--- src/rtl/gate_check_pkg.sv ---
// -----------------------------------------------------------------------------
// gate_check_pkg
// Shared definitions for the gate truth-table sequencer:
//   - gate_sel codes for the six supported 2-input gates
//   - first reserved gate_sel code (codes at or above it are rejected)
//   - sequencer state encoding
//   - width of the per-run mismatch counter
// -----------------------------------------------------------------------------
package gate_check_pkg;

   // Gate type codes presented on gate_sel
   localparam logic [2:0] GATE_AND  = 3'd0;
   localparam logic [2:0] GATE_OR   = 3'd1;
   localparam logic [2:0] GATE_NAND = 3'd2;
   localparam logic [2:0] GATE_NOR  = 3'd3;
   localparam logic [2:0] GATE_XOR  = 3'd4;
   localparam logic [2:0] GATE_XNOR = 3'd5;

   // Codes from this value upward are reserved and never start a run
   localparam logic [2:0] GATE_RSVD_MIN = 3'd6;

   // Mismatch counter width: holds 0..4
   localparam int unsigned ERR_W = 3;

   // Sequencer states
   typedef enum logic [1:0] {
      IDLE = 2'd0,
      RUN  = 2'd1,
      DONE = 2'd2
   } seq_state_e;

   // True when the select code names a supported gate
   function automatic logic gate_sel_legal(input logic [2:0] sel);
      gate_sel_legal = (sel < GATE_RSVD_MIN);
   endfunction

endpackage

--- src/rtl/gate_ref_model.sv ---
// -----------------------------------------------------------------------------
// gate_ref_model
// Combinational golden reference for the gate under test.
// Ports:
//   gate_sel  in  3  gate type code (gate_check_pkg GATE_*)
//   in1       in  1  first gate input
//   in2       in  1  second gate input
//   expected  out 1  output the named gate must produce for {in1,in2}
// Reserved codes yield 0; the sequencer never samples with a reserved code.
// -----------------------------------------------------------------------------
module gate_ref_model
   import gate_check_pkg::*;
(
   input  logic [2:0] gate_sel,
   input  logic       in1,
   input  logic       in2,
   output logic       expected
);

   // Truth-table lookup for the selected gate
   always_comb begin
      expected = 1'b0;
      case (gate_sel)
         GATE_AND:  expected = in1 & in2;
         GATE_OR:   expected = in1 | in2;
         GATE_NAND: expected = ~(in1 & in2);
         GATE_NOR:  expected = ~(in1 | in2);
         GATE_XOR:  expected = in1 ^ in2;
         GATE_XNOR: expected = ~(in1 ^ in2);
         default:   expected = 1'b0;
      endcase
   end

endmodule

--- src/rtl/gate_truth_sequencer.sv ---
// -----------------------------------------------------------------------------
// gate_truth_sequencer
// Drives one 2-input gate through vectors 00, 01, 10, 11, holds each for
// SETTLE cycles, samples the gate output on the last cycle of each hold and
// compares it with gate_ref_model for the gate type latched at start.
//
// Parameter:
//   SETTLE     cycles each vector is held before sampling (1..15)
// Ports:
//   clk        in  1  clock, rising edge
//   rst_n      in  1  synchronous active-low reset
//   start      in  1  begin a run (accepted in IDLE with a legal gate_sel)
//   gate_sel   in  3  gate type under test
//   gate_out   in  1  output of the gate under test
//   in1        out 1  gate input 1 (vector MSB)
//   in2        out 1  gate input 2 (vector LSB)
//   busy       out 1  run in progress
//   done       out 1  one-cycle end-of-run pulse
//   pass       out 1  last completed run had zero mismatches
//   err_count  out 3  mismatches in last/current run
//   fail_mask  out 4  bit k set when vector k mismatched
//
// Build option GATE_CHECK_FAILMASK_EN: when defined, fail_mask records the
// mismatching vector indices; otherwise it is constant zero.
// -----------------------------------------------------------------------------
module gate_truth_sequencer
   import gate_check_pkg::*;
#(
   parameter int unsigned SETTLE = 2
)
(
   input  logic             clk,
   input  logic             rst_n,
   input  logic             start,
   input  logic [2:0]       gate_sel,
   input  logic             gate_out,
   output logic             in1,
   output logic             in2,
   output logic             busy,
   output logic             done,
   output logic             pass,
   output logic [ERR_W-1:0] err_count,
   output logic [3:0]       fail_mask
);

   // Last count value of a vector hold; sampling happens when cnt_r hits it
   localparam logic [3:0] SETTLE_LAST = 4'(SETTLE - 1);

   seq_state_e       state_r;
   logic [2:0]       sel_r;
   logic [1:0]       vec_r;
   logic [3:0]       cnt_r;

   logic             expected_s;
   logic             accept_s;
   logic             sample_s;
   logic             mismatch_s;
   logic [ERR_W-1:0] err_next_s;

   // Reference sees the latched gate type and the vector currently driven
   gate_ref_model u_ref (
      .gate_sel (sel_r),
      .in1      (vec_r[1]),
      .in2      (vec_r[0]),
      .expected (expected_s)
   );

   // Start acceptance, sample strobe and next mismatch count
   always_comb begin
      accept_s   = 1'b0;
      sample_s   = 1'b0;
      mismatch_s = 1'b0;
      err_next_s = err_count;
      if ((state_r == IDLE) && start && gate_sel_legal(gate_sel)) begin
         accept_s = 1'b1;
      end else begin
         accept_s = 1'b0;
      end
      if ((state_r == RUN) && (cnt_r == SETTLE_LAST)) begin
         sample_s = 1'b1;
      end else begin
         sample_s = 1'b0;
      end
      mismatch_s = sample_s & (gate_out != expected_s);
      if (mismatch_s) begin
         err_next_s = err_count + 3'd1;
      end else begin
         err_next_s = err_count;
      end
   end

   // Sequencer FSM with registered outputs
   always_ff @(posedge clk) begin
      if (!rst_n) begin
         state_r   <= IDLE;
         sel_r     <= GATE_AND;
         vec_r     <= 2'd0;
         cnt_r     <= 4'd0;
         in1       <= 1'b0;
         in2       <= 1'b0;
         busy      <= 1'b0;
         done      <= 1'b0;
         pass      <= 1'b0;
         err_count <= 3'd0;
      end else begin
         case (state_r)
            IDLE: begin
               done <= 1'b0;
               if (accept_s) begin
                  state_r   <= RUN;
                  sel_r     <= gate_sel;
                  vec_r     <= 2'd0;
                  cnt_r     <= 4'd0;
                  in1       <= 1'b0;
                  in2       <= 1'b0;
                  busy      <= 1'b1;
                  pass      <= 1'b0;
                  err_count <= 3'd0;
               end
            end
            RUN: begin
               err_count <= err_next_s;
               if (sample_s) begin
                  cnt_r <= 4'd0;
                  if (vec_r == 2'd3) begin
                     // Last vector checked: close the run
                     state_r <= DONE;
                     vec_r   <= 2'd0;
                     in1     <= 1'b0;
                     in2     <= 1'b0;
                     busy    <= 1'b0;
                     done    <= 1'b1;
                     pass    <= (err_next_s == 3'd0);
                  end else begin
                     vec_r      <= vec_r + 2'd1;
                     {in1, in2} <= vec_r + 2'd1;
                  end
               end else begin
                  cnt_r <= cnt_r + 4'd1;
               end
            end
            DONE: begin
               done    <= 1'b0;
               state_r <= IDLE;
            end
            default: begin
               state_r <= IDLE;
               vec_r   <= 2'd0;
               cnt_r   <= 4'd0;
               in1     <= 1'b0;
               in2     <= 1'b0;
               busy    <= 1'b0;
               done    <= 1'b0;
            end
         endcase
      end
   end

`ifdef GATE_CHECK_FAILMASK_EN
   // Per-vector failure record, cleared when a run is accepted
   always_ff @(posedge clk) begin
      if (!rst_n) begin
         fail_mask <= 4'b0000;
      end else if (accept_s) begin
         fail_mask <= 4'b0000;
      end else if (mismatch_s) begin
         fail_mask[vec_r] <= 1'b1;
      end else begin
         fail_mask <= fail_mask;
      end
   end
`else
   assign fail_mask = 4'b0000;
`endif

endmodule

--- config.mk ---
export PLATFORM = sky130hd
export DESIGN_NAME = gate_truth_sequencer
export DESIGN_NICKNAME = d
export VERILOG_FILES = /design/src/rtl/gate_check_pkg.sv /design/src/rtl/gate_ref_model.sv /design/src/rtl/gate_truth_sequencer.sv
export SDC_FILE = /design/constraint.sdc
export NUM_CORES = 1
export LEC_CHECK = 0
export BUFFER_PORTS_ARGS = -buffer_cell sky130_fd_sc_hd__buf_2
export CORE_MARGIN = 2
export CORE_UTILIZATION = 45
export DETAILED_ROUTE_END_ITERATION = 16
export PLACE_DENSITY = 0.67
export SLEW_MARGIN = 5
export SYNTH_ARGS = -nofsm -noshare
export SYNTH_HDL_FRONTEND = slang
export SYNTH_SLANG_ARGS = --single-unit
--- constraint.sdc ---
create_clock -name clk -period 4.5 [get_ports clk]
set_clock_uncertainty 0.05 [all_clocks]
set_input_delay 0 -clock clk [delete_from_list [all_inputs] [get_ports clk]]
set_output_delay 0 -clock clk [all_outputs]
set_load 0.05 [all_outputs]
==> impl.org, run 1 <==
** Synth
- sky130_fd_sc_hd__dfxtp_1 is the most common cell in the netlist.
- Number of enable flip-flop cells after synthesis :: 0
- After synthesis, the most frequently instantiated cells are 17 x sky130_fd_sc_hd__dfxtp_1, 9 x sky130_fd_sc_hd__nand2_1, 9 x sky130_fd_sc_hd__nor2_1.
- After synthesis, the cell types taking the most area are sky130_fd_sc_hd__dfxtp_1 35%, sky130_fd_sc_hd__ha_1 6.5%, sky130_fd_sc_hd__mux2i_1 6.2%, sky130_fd_sc_hd__nor2b_1 4.6%, sky130_fd_sc_hd__nand2_1 3.5%.
- Yosys printed 0 warnings.
- Synth async-reset ratio :: 0
- Each instance of the synthesized netlist takes up on average 8.992 um^2.
- Of the post-synthesis cell area, the dominant cell type holds 0.3537.
- Summed over all instances, the cell type with the most area after synthesis is sky130_fd_sc_hd__dfxtp_1.
- Share of the yosys chip area belonging to registers :: 0.3537
- Netlist cell types :: 37
- The mapped netlist covers slightly below 1000 um^2.
- Counting every instance in the synthesized netlist gives between 100 and 150.
- For this run, the leading register cell type out of synthesis is sky130_fd_sc_hd__dfxtp_1.
- Synthesis inferred 17 register bits.

** Timing
- The final max-slew violation count came to 0.
- Of the available clock period, the critical path in the final layout requires 0.3903.
- Number of failing setup endpoints in the final timing report :: 0
- Final worst slack :: 2744 ps
- Setup repair after global routing left no endpoint under its margin.
- The clock period could shrink to roughly 1800 ps.
- Timing would allow up to about 570 MHz.
- For the final routed database, the setup TNS stands at 0 ps.
- The number of endpoints with negative hold slack in the final report is 0.

** Clocking
- CTS saw 17 sinks.
- Clock root cell :: sky130_fd_sc_hd__clkbuf_4
- Number of buffers inserted during clock tree synthesis :: 3
- After clock tree synthesis, the setup repair step added 0 buffers.
- CTS tree :: built
- Maximum count of clock buffers along a single path :: 2
- Hold_buf cts :: 3
- CTS built an H-tree with a depth of 1.
- Clock-pin slew was measured on the worst setup and hold paths at 90 ps.
- Clock insertion delay at the later pin of the skew report :: roughly 280 ps
- The number of gates resized after CTS was 0.

** Die
- For this configuration, the core starts out at a cell density of 0.4855.
- Number of placement rows :: 16
- Die H :: approximately 50 um
- Area of the die :: between 2000 and 3000 um^2
- Die W :: between 50 and 60 um
- Core outline area :: 1982 um^2
- Number of placed I/O pins :: 19

** Place
- Detailed placement finished with a half-perimeter wire length of around 1300 um.
- At the end of routability-driven placement, the weighted congestion stood at between 0.7 and 0.8.
- Worst setup slack before clock tree synthesis :: roughly 2700 ps
- In this run the tool buffered the top-level ports with 14 buffer cells.

** Finish
- After filler insertion, the fill cell instance count of the layout stands at about 180.
- Area of the multi-input gates :: between 500 and 600 um^2
- The sequential cells in the finished layout cover a total of roughly 340 um^2.
- Area added between synthesis and finish :: 14.30%
- The final layout contains about 140 nets.
- Of the cells placed in the final design, the portion with a size suffix greater than 1 is 0.1984.
- Diode count :: 0

** Power and ir drop
- IR analysis of the VDD net gives a maximum drop of just over 200 uV.
- Summing internal, switching and leakage power gives between 300 and 400 uW.
- The analysis attributes to cell leakage a power of about 0.00048 uW.
- Cell area power density :: about 280 nW/um^2

** Worst hold path
- Count of cells along the worst hold path :: 3
- The worst hold path belongs to the class primary input to flop.
- The worst hold path terminates at done.
- In this run the most critical hold path is launched from rst_n.

** Global routing
- Entering global routing, the biggest net connects 18 pins.
- Across every metal layer, demand over resource in global routing totals 0.1672.
- Number of global-route vias before repair :: between 700 and 800
- The initial antenna violation count was 0.
- The first global-routing pass estimated between 3000 and 4000 um of wire.
- Remaining global-route overflow :: 0

** Detailed routing
- Via Count :: slightly below 800
- Detailed routing placed a total of ~60 um of wire on met3.
- Once detail routing completed, the nets flagged for antenna violations numbered 0.
- For this block, the initial DRC count from the detailed router was 12.
- The highest metal layer carrying signal wires in the routed design is met4.
- Via count normalized by instance count :: between 5 and 6
- M1 WL :: 832 um
- After detailed routing, the number of remaining DRC violations is 0.
- First drt pass iteration count :: 2
- Summed over all nets, wire length on met2 after detailed routing comes to just over 800 um.
- Wires add up to 1731 um.
- Per-cell routed wire length :: 11.31 um

** Setup path
- Capture instance of the worst register-to-register path :: err_count[0]
- The setup path with the least slack is of type flop to flop.
- The worst register-to-register path has a depth of 7.
- Data required time at the worst endpoint :: approximately 4600 ps
- In this run the critical register-to-register path is launched from in1.
- Data on the critical path arrives at its endpoint at ~1900 ps.
- Internal reg-to-reg setup slack :: between 2000 and 3000 ps
- CP startpoint kind :: flop
- Nature of the critical path endpoint :: flop
- In this run the worst path has a maximum fanout of 4.

** Job
- Number of violations of the max-capacitance limit :: 0

** Run status
- Status :: completed
## sequential cells by signal, summed over array words and instances, names as in the netlist
name and cells:
sel_r 3, pass 1, cnt_r 4, done 1
in2 1, busy 1, state_r 2, err_count 3
in1 1
## critical path, cell delays in order (launching register included)
cell	delay (ps)
sky130_fd_sc_hd__dfxtp_1	390
sky130_fd_sc_hd__inv_1	60
sky130_fd_sc_hd__ha_1	310
sky130_fd_sc_hd__xnor2_1	180
sky130_fd_sc_hd__mux2_4	330
sky130_fd_sc_hd__nand4_4	120
sky130_fd_sc_hd__nand2_2	80
sky130_fd_sc_hd__mux2i_1	120
## per-stage QoR
step,area [um^2],utilization,hold WS (ps),cells
2_1_floorplan,973.4,-,102.4,110
3_3_place_gp,1044,0.5265,207.2,146
3_5_place_dp,1044,0.5265,234.7,146
4_1_cts,1100,0.5549,4.595,153
5_1_grt,1100,0.5549,7.844,153
6_report,1100,0.5549,17.90,153
## report_power, final
| group | leakage (uW) | switching (uW) | internal, uW |
|---|---|---|---|
| logic | 0.000325 | 37.2 | 23.2 |
| registers | 0.000138 | 7.33 | 156 |
| clock network | 0.0000150 | 44.5 | 34.4 |
| total | 0.000479 | 89.0 | 214 |
## per-layer routing
| layer | up-vias | global-route usage |
|---|---|---|
| met5 | - | 0 |
| met4 | 0 | 0.06944 |
| met3 | 2 | 0.03571 |
| met2 | 12 | 0.2719 |
| met1 | 355 | 0.2126 |
| li1 | 401 | - |
## how the worst max path moves through the flow
stage          from            to  slack (ps)  cells past startpoint
2_1_floorplan   in1  err_count[2]        2470                      7
3_3_place_gp    in2  err_count[2]        2780                      7
3_5_place_dp    in1  err_count[2]        2740                      7
4_1_cts         in1  err_count[0]        2730                      7
5_1_grt         in2  err_count[2]        2600                      7
6_report        in1  err_count[0]        2740                      7
## cell type report
cell class	count	share of cell area
repair buffers	17	0.09101
inverters	4	0.01365
flip-flops and latches	17	0.3094
multi-input cells	84	0.5313
well taps	27	0.03072
clock buffers	4	0.02389
## placed cells by master (no fill, tap or decap), drive strengths merged, types with 4 or more instances in the layout
cell type  instances
dfxtp             17
buf               14
nand2             10
nor2               9
nor2b              7
mux2i              6
ha                 5
nand3              5
inv                4
conb               4
clkbuf             4
## cells by family after synthesis
kind of cell,synth area share
other,0.003897
AO/OA/AOI/OAI,0.1014
multiplexers,0.07802
XOR/XNOR,0.04552
AND/OR/NAND/NOR,0.3017
adder cells (fa/ha/maj),0.06502
buffers and inverters,0.05071
flip-flops,0.3537
No activity file was read; power rests on OpenSTA's default activity.
==> run 2, diff against run 1 <==
--- a/config.mk
+++ b/config.mk
@@ -5,6 +5,7 @@
 export SDC_FILE = /design/constraint.sdc
 export NUM_CORES = 1
 export LEC_CHECK = 0
+export ABC_AREA = 1
 export BUFFER_PORTS_ARGS = -buffer_cell sky130_fd_sc_hd__buf_2
 export CORE_MARGIN = 2
 export CORE_UTILIZATION = 45
==> constraint.sdc (replaced) <==
create_clock -name clk -period 1.66 [get_ports clk]
set_clock_uncertainty 0.05 [all_clocks]
set_input_delay 0 -clock clk [delete_from_list [all_inputs] [get_ports clk]]
set_output_delay 0 -clock clk [all_outputs]
set_load 0.05 [all_outputs]
==> run 2 against run 1 <==
The flow now finishes with violations (setup timing). Utilization is 7.7 points higher. Critical path depth is 7 higher. Cell area is 14% higher. Hold slack better by 49 ps. Routed wire length is 16% higher. Global-route usage is 1.7 points higher. Worst setup slack worse by 2800 ps. Clock power grew to 2.9 times the previous value. Non-clock buffer count is 10 higher. Highest routed layer unchanged.
==> impl.org, run 2 <==
** Setup path
- Data arrival time of the critical path :: 1900 ps (about the same)
- The critical path is of the flop to flop type.
- The maximum cell stage delay along the critical path is 380 ps (about the same).
- STA classifies the critical path startpoint as a flop.
- For this design, the slowest cell found on the critical path is sky130_fd_sc_hd__dfxtp_4.
- Cell breakdown of the critical path :: inv_4 -> ha_4 -> inv_2 -> nand2_2 -> nand3_2 -> nand3_2 -> nand2_2 -> nand2_4 -> nand3_4 -> nand2_1 -> nand2_1 -> nor2_1 -> nand3_1 -> a21oi_2
- Data required time at the worst endpoint :: 1860 ps (-2770 ps)
- STA classifies the critical path endpoint as a flop.
- The top fanout value on the critical path came to 3 (-1).

** Finish
- The final cell count without fillers was 182 (+19%).
- The area occupied by multi-input gates is 575.6 um^2 (-1.5%).
- Fraction of final layout cells with drive strength greater than 1 :: 0.3806 (+0.1822)
- Post-layout utilization of the core :: 0.6319 (+0.07702)
- Diode count :: 0 (unchanged)
- The post-layout net count is 168 (+21%).
- Area added between synthesis and finish :: 31.36%
- In the layout the commonest cells are 18 x sky130_fd_sc_hd__nand2_1, 15 x sky130_fd_sc_hd__inv_1, 15 x sky130_fd_sc_hd__dfxtp_1, 14 x sky130_fd_sc_hd__buf_2.
- The largest registers in the layout are cnt_r x4, err_count x3, sel_r x3.
- More flip-flops sit in one register than any other, and that register is cnt_r.
- Filler Cell Count :: 177 (-3.8%)
- Max FFs per register :: 4 (unchanged)
- Most common library cell in the layout ignoring fill and taps :: sky130_fd_sc_hd__nand2_1
- The register cell area after layout is 347.8 um^2 (+2.2%).

** Global routing
- The overall track demand over capacity in global routing came to 0.1843 (+0.01710).
- Maximum number of pins on one net before global-route repair :: 11 (-7)
- Met1 track demand over resource :: 0.2393 (+0.02668)
- The met3 routing resource usage after global routing was 0.03636 (+0.0006494).
- The via count of the first global-routing pass came to 795 (+8.0%).
- The met2 capacity usage during global routing came to 0.2917 (+0.01974).
- Peak-usage layer in the global routing report :: met2
- The initial antenna violation count came to 0 (unchanged).
- The global route total overflow was 0 (unchanged).
- First-pass GRT wire length :: 3463 um (+7.0%)

** Synth
- Ranked by instance count, the synthesized netlist is headed by 22 x sky130_fd_sc_hd__nand2_1, 18 x sky130_fd_sc_hd__inv_1, 17 x sky130_fd_sc_hd__dfxtp_1.
- The register area share after synthesis was 0.3570 (+0.003249).
- Mux cell area share after synthesis :: 0 (-0.07802)
- Post-Synthesis Cell Area :: 953.4 um^2 (-0.91%)
- Most frequently used cell type in the post-synthesis netlist :: sky130_fd_sc_hd__nand2_1
- Number of enable flip-flop cells after synthesis :: 0 (unchanged)
- The fraction of the mapped netlist area in simple logic gates was 0.2953 (-0.006415).
- Largest family of logic cells by synthesized area :: simple AND/OR/NAND/NOR gates
- Syn Area/Cell :: 7.627 um^2 (-15%)
- The number of unique standard cell types used by synthesis came to 25 (-32%).
- Compound-gate portion of the synthesized area :: 0.1207 (+0.01930)
- The share of the synthesized netlist area taken by xor and xnor gates came to 0.03675 (-0.008768).
- The most used flip-flop cell after synthesis is sky130_fd_sc_hd__dfxtp_1.
- Synth async-reset ratio :: 0 (unchanged)
- The cell count after synthesis came to 125 (+17%).
- The count of synthesis-stage warnings from yosys is 0 (unchanged).
- Top cells by area in the synthesized netlist :: sky130_fd_sc_hd__dfxtp_1 36%, sky130_fd_sc_hd__nand2_1 8.7%, sky130_fd_sc_hd__inv_1 7.1%, sky130_fd_sc_hd__ha_1 6.6%, sky130_fd_sc_hd__a21oi_1 5.2%
- The share of the synthesized area in the top cell type was 0.3570 (+0.003249).
- The biggest area contributor in the post-synthesis netlist is sky130_fd_sc_hd__dfxtp_1.
- The register bit total from synthesis came to 17 (unchanged).
- Arithmetic-cell share of the synthesized area counting full adders, half adders and majority gates :: 0.06562 (+0.0005973)

** Clocking
- TritonCTS built the clock tree.
- The root buffer cell chosen for the clock tree is sky130_fd_sc_hd__clkbuf_4.
- Number of H-tree branching levels :: 1 (unchanged)
- The number of buffers on the longest clock path is 2 (unchanged).
- The clock transition time at the flip-flop clock pins of the worst setup and hold paths was 110 ps (+20 ps).
- The insertion delay of the later-clocked pin in the worst-skew pair came to 300 ps (+20 ps).
- Count of clock tree sinks :: 17 (unchanged)
- The total CTS buffers came to 3 (unchanged).

** Timing
- The slack of the critical path came to -47.65 ps (-2792 ps).
- Number of failing setup endpoints in the final timing report :: 1 (+1)
- Share of the clock period used by the worst path :: 1.029 (+0.6385)
- WHS :: 67.33 ps (+49.43 ps)
- The highest attainable clock frequency is 585.6 MHz (+2.8%).
- The number of endpoints with negative hold slack in the final report came to 0 (unchanged).
- The final max-slew violation count was 0 (unchanged).
- Setup repair after global routing missed its margin :: true
- Post-layout minimum cycle time :: 1708 ps (-48.48 ps)

** Power and ir drop
- Cell area power density :: 1306 nW/um^2 (+370%)
- The reported leakage power is 0.0005959 uW (+24%).
- Worst-case vdd ir drop :: 898.8 uV (+330%)
- The overall power consumption is 1636 uW (+440%).

** Die
- The site row count is 16 (unchanged).
- Number of placed I/O pins :: 19 (unchanged)
- The total core area came to 1982 um^2 (unchanged).
- Area of the die :: 2503 um^2 (-0.83%)
- Effective utilization at floorplan :: 0.4811 (-0.004419)
- The width of the chip is 50.03 um (-0.42%).
- Die H :: 50.03 um (-0.42%)

** Place
- Placed insts :: 171 (+17%)
- Total of buffers placed on input and output ports :: 14 (unchanged)
- Final RePlAce weighted congestion :: 0.7491 (-4.1%)
- The placed wire-length estimate was 1427 um (+6.8%).

** Detailed routing
- Via Count :: 844 (+9.6%)
- The count of nets left with antenna violations after detail routing is 0 (unchanged).
- The total DRC errors in the routed layout is 0 (unchanged).
- The per-cell routed wire length came to 11.00 um (-2.8%).
- Number of DRC markers after the initial detailed-route iteration :: 5 (-7)
- Via count normalized by instance count :: 4.637 (-7.9%)
- The number of search-and-repair iterations in the first detailed-routing pass was 4 (+2).
- WL final :: 2002 um (+16%)

** Job
- The max capacitance violation total came to 0 (unchanged).

** Worst hold path
- Tightest Hold Check Type :: primary input to flop

** Run status
- The run finished, with violations left.
- The final reports fail on setup timing.
[run 2: changes by cell type in the layout (fill, tap and decap cells not counted), moves of 3 or more]
cell and change:
sky130_fd_sc_hd__inv_2 +4, sky130_fd_sc_hd__nand2_1 +9, sky130_fd_sc_hd__buf_4 +9, sky130_fd_sc_hd__inv_1 +11, sky130_fd_sc_hd__a21oi_1 +6, sky130_fd_sc_hd__nand2b_1 -3, sky130_fd_sc_hd__nand2_4 +4, sky130_fd_sc_hd__nand3_2 +4
sky130_fd_sc_hd__inv_4 +3, sky130_fd_sc_hd__o21ai_0 +4, sky130_fd_sc_hd__nor2b_1 -7, sky130_fd_sc_hd__mux2i_1 -6
[run 2: cell type report]
| type | instances | share of cell area |
|---|---|---|
| clock inverter | 1 | 0.003996 |
| inverter | 22 | 0.07193 |
| sequential | 17 | 0.2777 |
| tap | 27 | 0.02697 |
| multi-input combinational | 85 | 0.4595 |
| clock buffer | 3 | 0.01798 |
| timing repair buffer | 27 | 0.1419 |
[run 2: power breakdown]
part / switching, uW / internal, uW
logic: 560 / 323
clock network: 136 / 89.8
registers: 49.9 / 476
total: 746 / 889
[run 2: worst paths after layout]
path / startpoint / to / slack [ps] / cells after the start
hold reg to reg: busy / busy / 400 / 2
setup / recovery: in1 / pass / -50 / 14
setup reg to reg: in1 / pass / -50 / 14
hold / removal: start / sel_r[0] / 70 / 4
[run 2: cells by family (layout without fill, tap and decap cells)]
kind of cell	after synthesis	count (layout)
and+or+nand+nor	53	53
adders and majority gates	5	5
AOI/OAI and AO/OA	19	19
other	1	4
DFF	17	17
xor gates and xnor gates	4	4
buffers and inverters	26	53
[run 2: per-stage QoR]
step                worst slack (ps)  cell area [um^2]  TNS [ps]
floorplan                     -59.04              1002    -110.1
global placement              -31.67              1121    -32.27
detailed placement            -47.35              1121    -66.83
CTS                            3.088              1209         0
global route                  -196.6              1252    -750.9
finish                        -47.65              1252    -47.65
[run 2: repair_timing]
action / 4_1_cts / 5_1_grt
hold endpoints to repair: 5 / 0
cloned: 0 / 0
resized for setup: 3 / 6
hold buffers: 4 / 0
pin swaps: 3 / 9
buffers inserted: 0 / 3
setup endpoints to repair: 2 / 10
[run 2: worst max-delay path, delay by kind of cell, from the launching register on]
kind,cells,cell delay [ps]
simple gates,10,760
flops,1,380
buf+inv,2,70
compound gates,1,140
fa+ha+maj,1,260
[run 2: layer usage]
metal  wire [um]  part of all wire
met5           0                 0
met4          38             0.019
met3          90             0.045
met2         915              0.46
met1         957              0.48
==> run 3, diff against run 2 <==
--- a/config.mk
+++ b/config.mk
@@ -8,9 +8,9 @@
 export ABC_AREA = 1
 export BUFFER_PORTS_ARGS = -buffer_cell sky130_fd_sc_hd__buf_2
 export CORE_MARGIN = 2
-export CORE_UTILIZATION = 45
+export CORE_UTILIZATION = 53
 export DETAILED_ROUTE_END_ITERATION = 16
-export PLACE_DENSITY = 0.67
+export PLACE_DENSITY = 0.77
 export SLEW_MARGIN = 5
 export SYNTH_ARGS = -nofsm -noshare
 export SYNTH_HDL_FRONTEND = slang
==> run 3 against run 2 <==
The run still ends with setup timing left. Routed wire length grew 3.7%. Register-to-register slack gained 20 ps. Clock power about the same. Cell area grew 1.0%. Flip-flop and latch count is the same. Critical path depth fell by 2. Utilization up 11 points. Worst setup slack better by 22 ps. Die area decreased by 14%. Hold slack improved by 2.7 ps. Global-route usage increased by 1.7 points. Largest cell class unchanged. Highest routed layer unchanged.
==> impl.org, run 3 (same netlist as run 2, synthesis figures left out) <==
** Run status
- Status :: finished, violations left
- Violated checks :: setup timing

** Die
- The effective utilization at floorplan is 0.5582 (+0.07718).
- The area of the die came to 2154 um^2 (-14%).
- The die height was 46.42 um (-7.2%).
- The width of the chip is 46.42 um (-7.2%).
- Core outline area :: 1708 um^2 (-14%)
- The number of top-level design ports is 19 (unchanged).
- Number of placement rows :: 15 (-1)

** Detailed routing
- Number of DRC markers after the initial detailed-route iteration :: 13 (+8)
- Routed wl met3 :: 67 um (-26%)
- Via count normalized by instance count :: 4.819 (+3.9%)
- WL final :: 2077 um (+3.7%)
- The total DRC errors in the routed layout came to 0 (unchanged).
- The routed wire length on met2 is 1011 um (+10%).
- The per-cell routed wire length was 11.41 um (+3.7%).
- The count of nets left with antenna violations after detail routing was 0 (unchanged).
- The number of vias after detailed routing is 877 (+3.9%).
- The number of search-and-repair iterations in the first detailed-routing pass is 4 (unchanged).
- The wire length the detailed router placed on met1 is 968 um (+1.1%).
- Top routing layer in use :: met4

** Timing
- The fraction of the cycle the final worst path needs came to 1.015 (-0.01340).
- WHS :: 70.00 ps (+2.669 ps)
- FMAX :: 593.3 MHz (+1.3%)
- The final max-slew violation count came to 0 (unchanged).
- Final hold violations :: 0 (unchanged)
- Post-layout minimum cycle time :: 1685 ps (-22.24 ps)
- Setup repair after global routing missed its margin :: true
- Number of failing setup endpoints in the final timing report :: 3 (+2)
- The slack of the critical path is -25.42 ps (+22.24 ps).

** Clocking
- The insertion delay of the later-clocked pin in the worst-skew pair is 290 ps (about the same).
- The clock transition time at the flip-flop clock pins of the worst setup and hold paths is 100 ps (about the same).
- The number of buffers on the longest clock path was 2 (unchanged).
- Number of H-tree branching levels :: 1 (unchanged)
- Clock root cell :: sky130_fd_sc_hd__clkbuf_4
- Number of buffers inserted during clock tree synthesis :: 3 (unchanged)
- Count of clock tree sinks :: 17 (unchanged)
- CTS tree :: built

** Global routing
- Number of antenna violations at the first check in global routing :: 0 (unchanged)
- The via count of the first global-routing pass was 774 (-2.6%).
- Total global-route track usage :: 0.2008 (+0.01651)
- The largest net degree at the start of global routing came to 10 (-1).
- The global route total overflow is 0 (unchanged).
- The first-pass GRT wire length is 3077 um (-11%).

** Power and ir drop
- The part of the total power dissipated in combinational logic is 0.527 (-0.013).
- Portion of total power attributed to the clock network :: 0.140 (+0.002)
- The power density of the placed cells was 1260 nW/um^2 (-3.5%).
- The internal power came to 864.0 uW (-2.8%).
- The reported net switching power is 729.4 uW (-2.3%).
- Switching portion of total power :: 0.4578 (+0.001451)
- Worst-case vdd ir drop :: 1027 uV (+14%)
- Leakage power :: 0.0005930 uW (-0.48%)
- Relative contribution of sequential cells to total power :: 0.332 (+0.011)

** Setup path
- Largest fanout on the critical path :: 3 (unchanged)
- CP startpoint kind :: flop
- The data arrival time of the critical path was 1830 ps (-70 ps).
- The setup path with the least slack is of type flop to flop.
- Data required time at the worst endpoint :: 1810 ps (-50 ps)
- The worst setup path is captured at a flop.

** Job
- Number of violations of the max-capacitance limit :: 0 (unchanged)

** Finish
- Largest registers in the final layout :: cnt_r x4, err_count x3, sel_r x3
- The top cell types in the final layout, fill and taps aside, are 15 x sky130_fd_sc_hd__inv_1, 15 x sky130_fd_sc_hd__nand2_1, 15 x sky130_fd_sc_hd__dfxtp_1, 14 x sky130_fd_sc_hd__buf_2.
- The area of all placed cells without fillers came to 1265 um^2 (+1.0%).
- Fraction of final layout cells with drive strength greater than 1 :: 0.3885 (+0.007890)
- Ranked by flip-flop count, first place goes to cnt_r.
- The area growth from synthesis to layout is 32.68%.
- The post-layout net count is 170 (+1.2%).
- Max FFs per register :: 4 (unchanged)
- The antenna diode count is 0 (unchanged).

** Place
- Placed Area :: 1126 um^2 (+0.45%)
- Total of buffers placed on input and output ports :: 14 (unchanged)
- The final weighted congestion in routability-driven placement was 0.7922 (+5.8%).
- The placed wire-length estimate came to 1463 um (+2.5%).

** Worst hold path
- Tightest Hold Check Type :: primary input to flop
-- run 3: final cells by class --
type | instances | area [um^2]
Multi-Input combinational cell | 85 | 574.3
Timing Repair Buffer | 29 | 195.2
Inverter | 22 | 90.09
Fill cell | 132 | 442.9
Tap cell | 25 | 31.28
Clock buffer | 4 | 26.28
Sequential cell | 17 | 347.8
-- run 3: power by group through the flow --
stage | Combinational [uW] | Clock (uW) | Sequential (uW)
2_1_floorplan | 551 | 0 | 599
3_3_place_gp | 755 | 0 | 532
3_5_place_dp | 771 | 0 | 537
4_1_cts | 807 | 229 | 529
5_1_grt | 932 | 243 | 534
6_report | 840 | 224 | 530
-- run 3: final timing paths --
| kind | from | endpoint | slack, ps | cells after the start |
|---|---|---|---|---|
| worst max register to register | in1 | err_count[0] | -30 | 12 |
| worst min register to register | busy | busy | 410 | 2 |
| worst max-delay path | in1 | err_count[0] | -30 | 12 |
| worst min-delay path | start | sel_r[0] | 70 | 4 |
-- run 3: timing repair --
action | CTS | global route
hold endpoints to repair | 5 | 0
resized for setup | 4 | 6
buffers inserted | 2 | 1
hold buffers | 5 | 0
pin swaps | 7 | 1
setup endpoints to repair | 3 | 6
-- run 3: critical path, cell delays in order, from the launching register on --
cell and delay, ps:
sky130_fd_sc_hd__dfxtp_4 370, sky130_fd_sc_hd__inv_4 40, sky130_fd_sc_hd__ha_4 270, sky130_fd_sc_hd__inv_2 40, sky130_fd_sc_hd__nand2_2 50, sky130_fd_sc_hd__nand3_2 70
sky130_fd_sc_hd__nand3_2 80, sky130_fd_sc_hd__nand2_1 60, sky130_fd_sc_hd__nand2_2 90, sky130_fd_sc_hd__nand3_4 100, sky130_fd_sc_hd__xor2_2 170, sky130_fd_sc_hd__nor2_1 60
sky130_fd_sc_hd__o21a_1 160
-- run 3: per-stage QoR --
step / setup slack [ps] / total power [uW] / utilization / std cells / TNS [ps]
detailed placement: -57.00 / 1307 / 0.6593 / 170 / -97.09
CTS: -2.925 / 1565 / 0.7260 / 181 / -2.925
floorplan: -59.04 / 1150 / - / 128 / -110.1
finish: -25.42 / 1593 / 0.7407 / 182 / -61.58
global route: -175.3 / 1709 / 0.7407 / 182 / -491.6
global placement: -24.70 / 1287 / 0.6593 / 170 / -24.70
-- run 3: metal layers --
metal	global-route usage	vias up
met1	0.2595	396
met4	0.09143	0
li1	-	459
met2	0.3306	18
met5	0	-
met3	0.02353	4
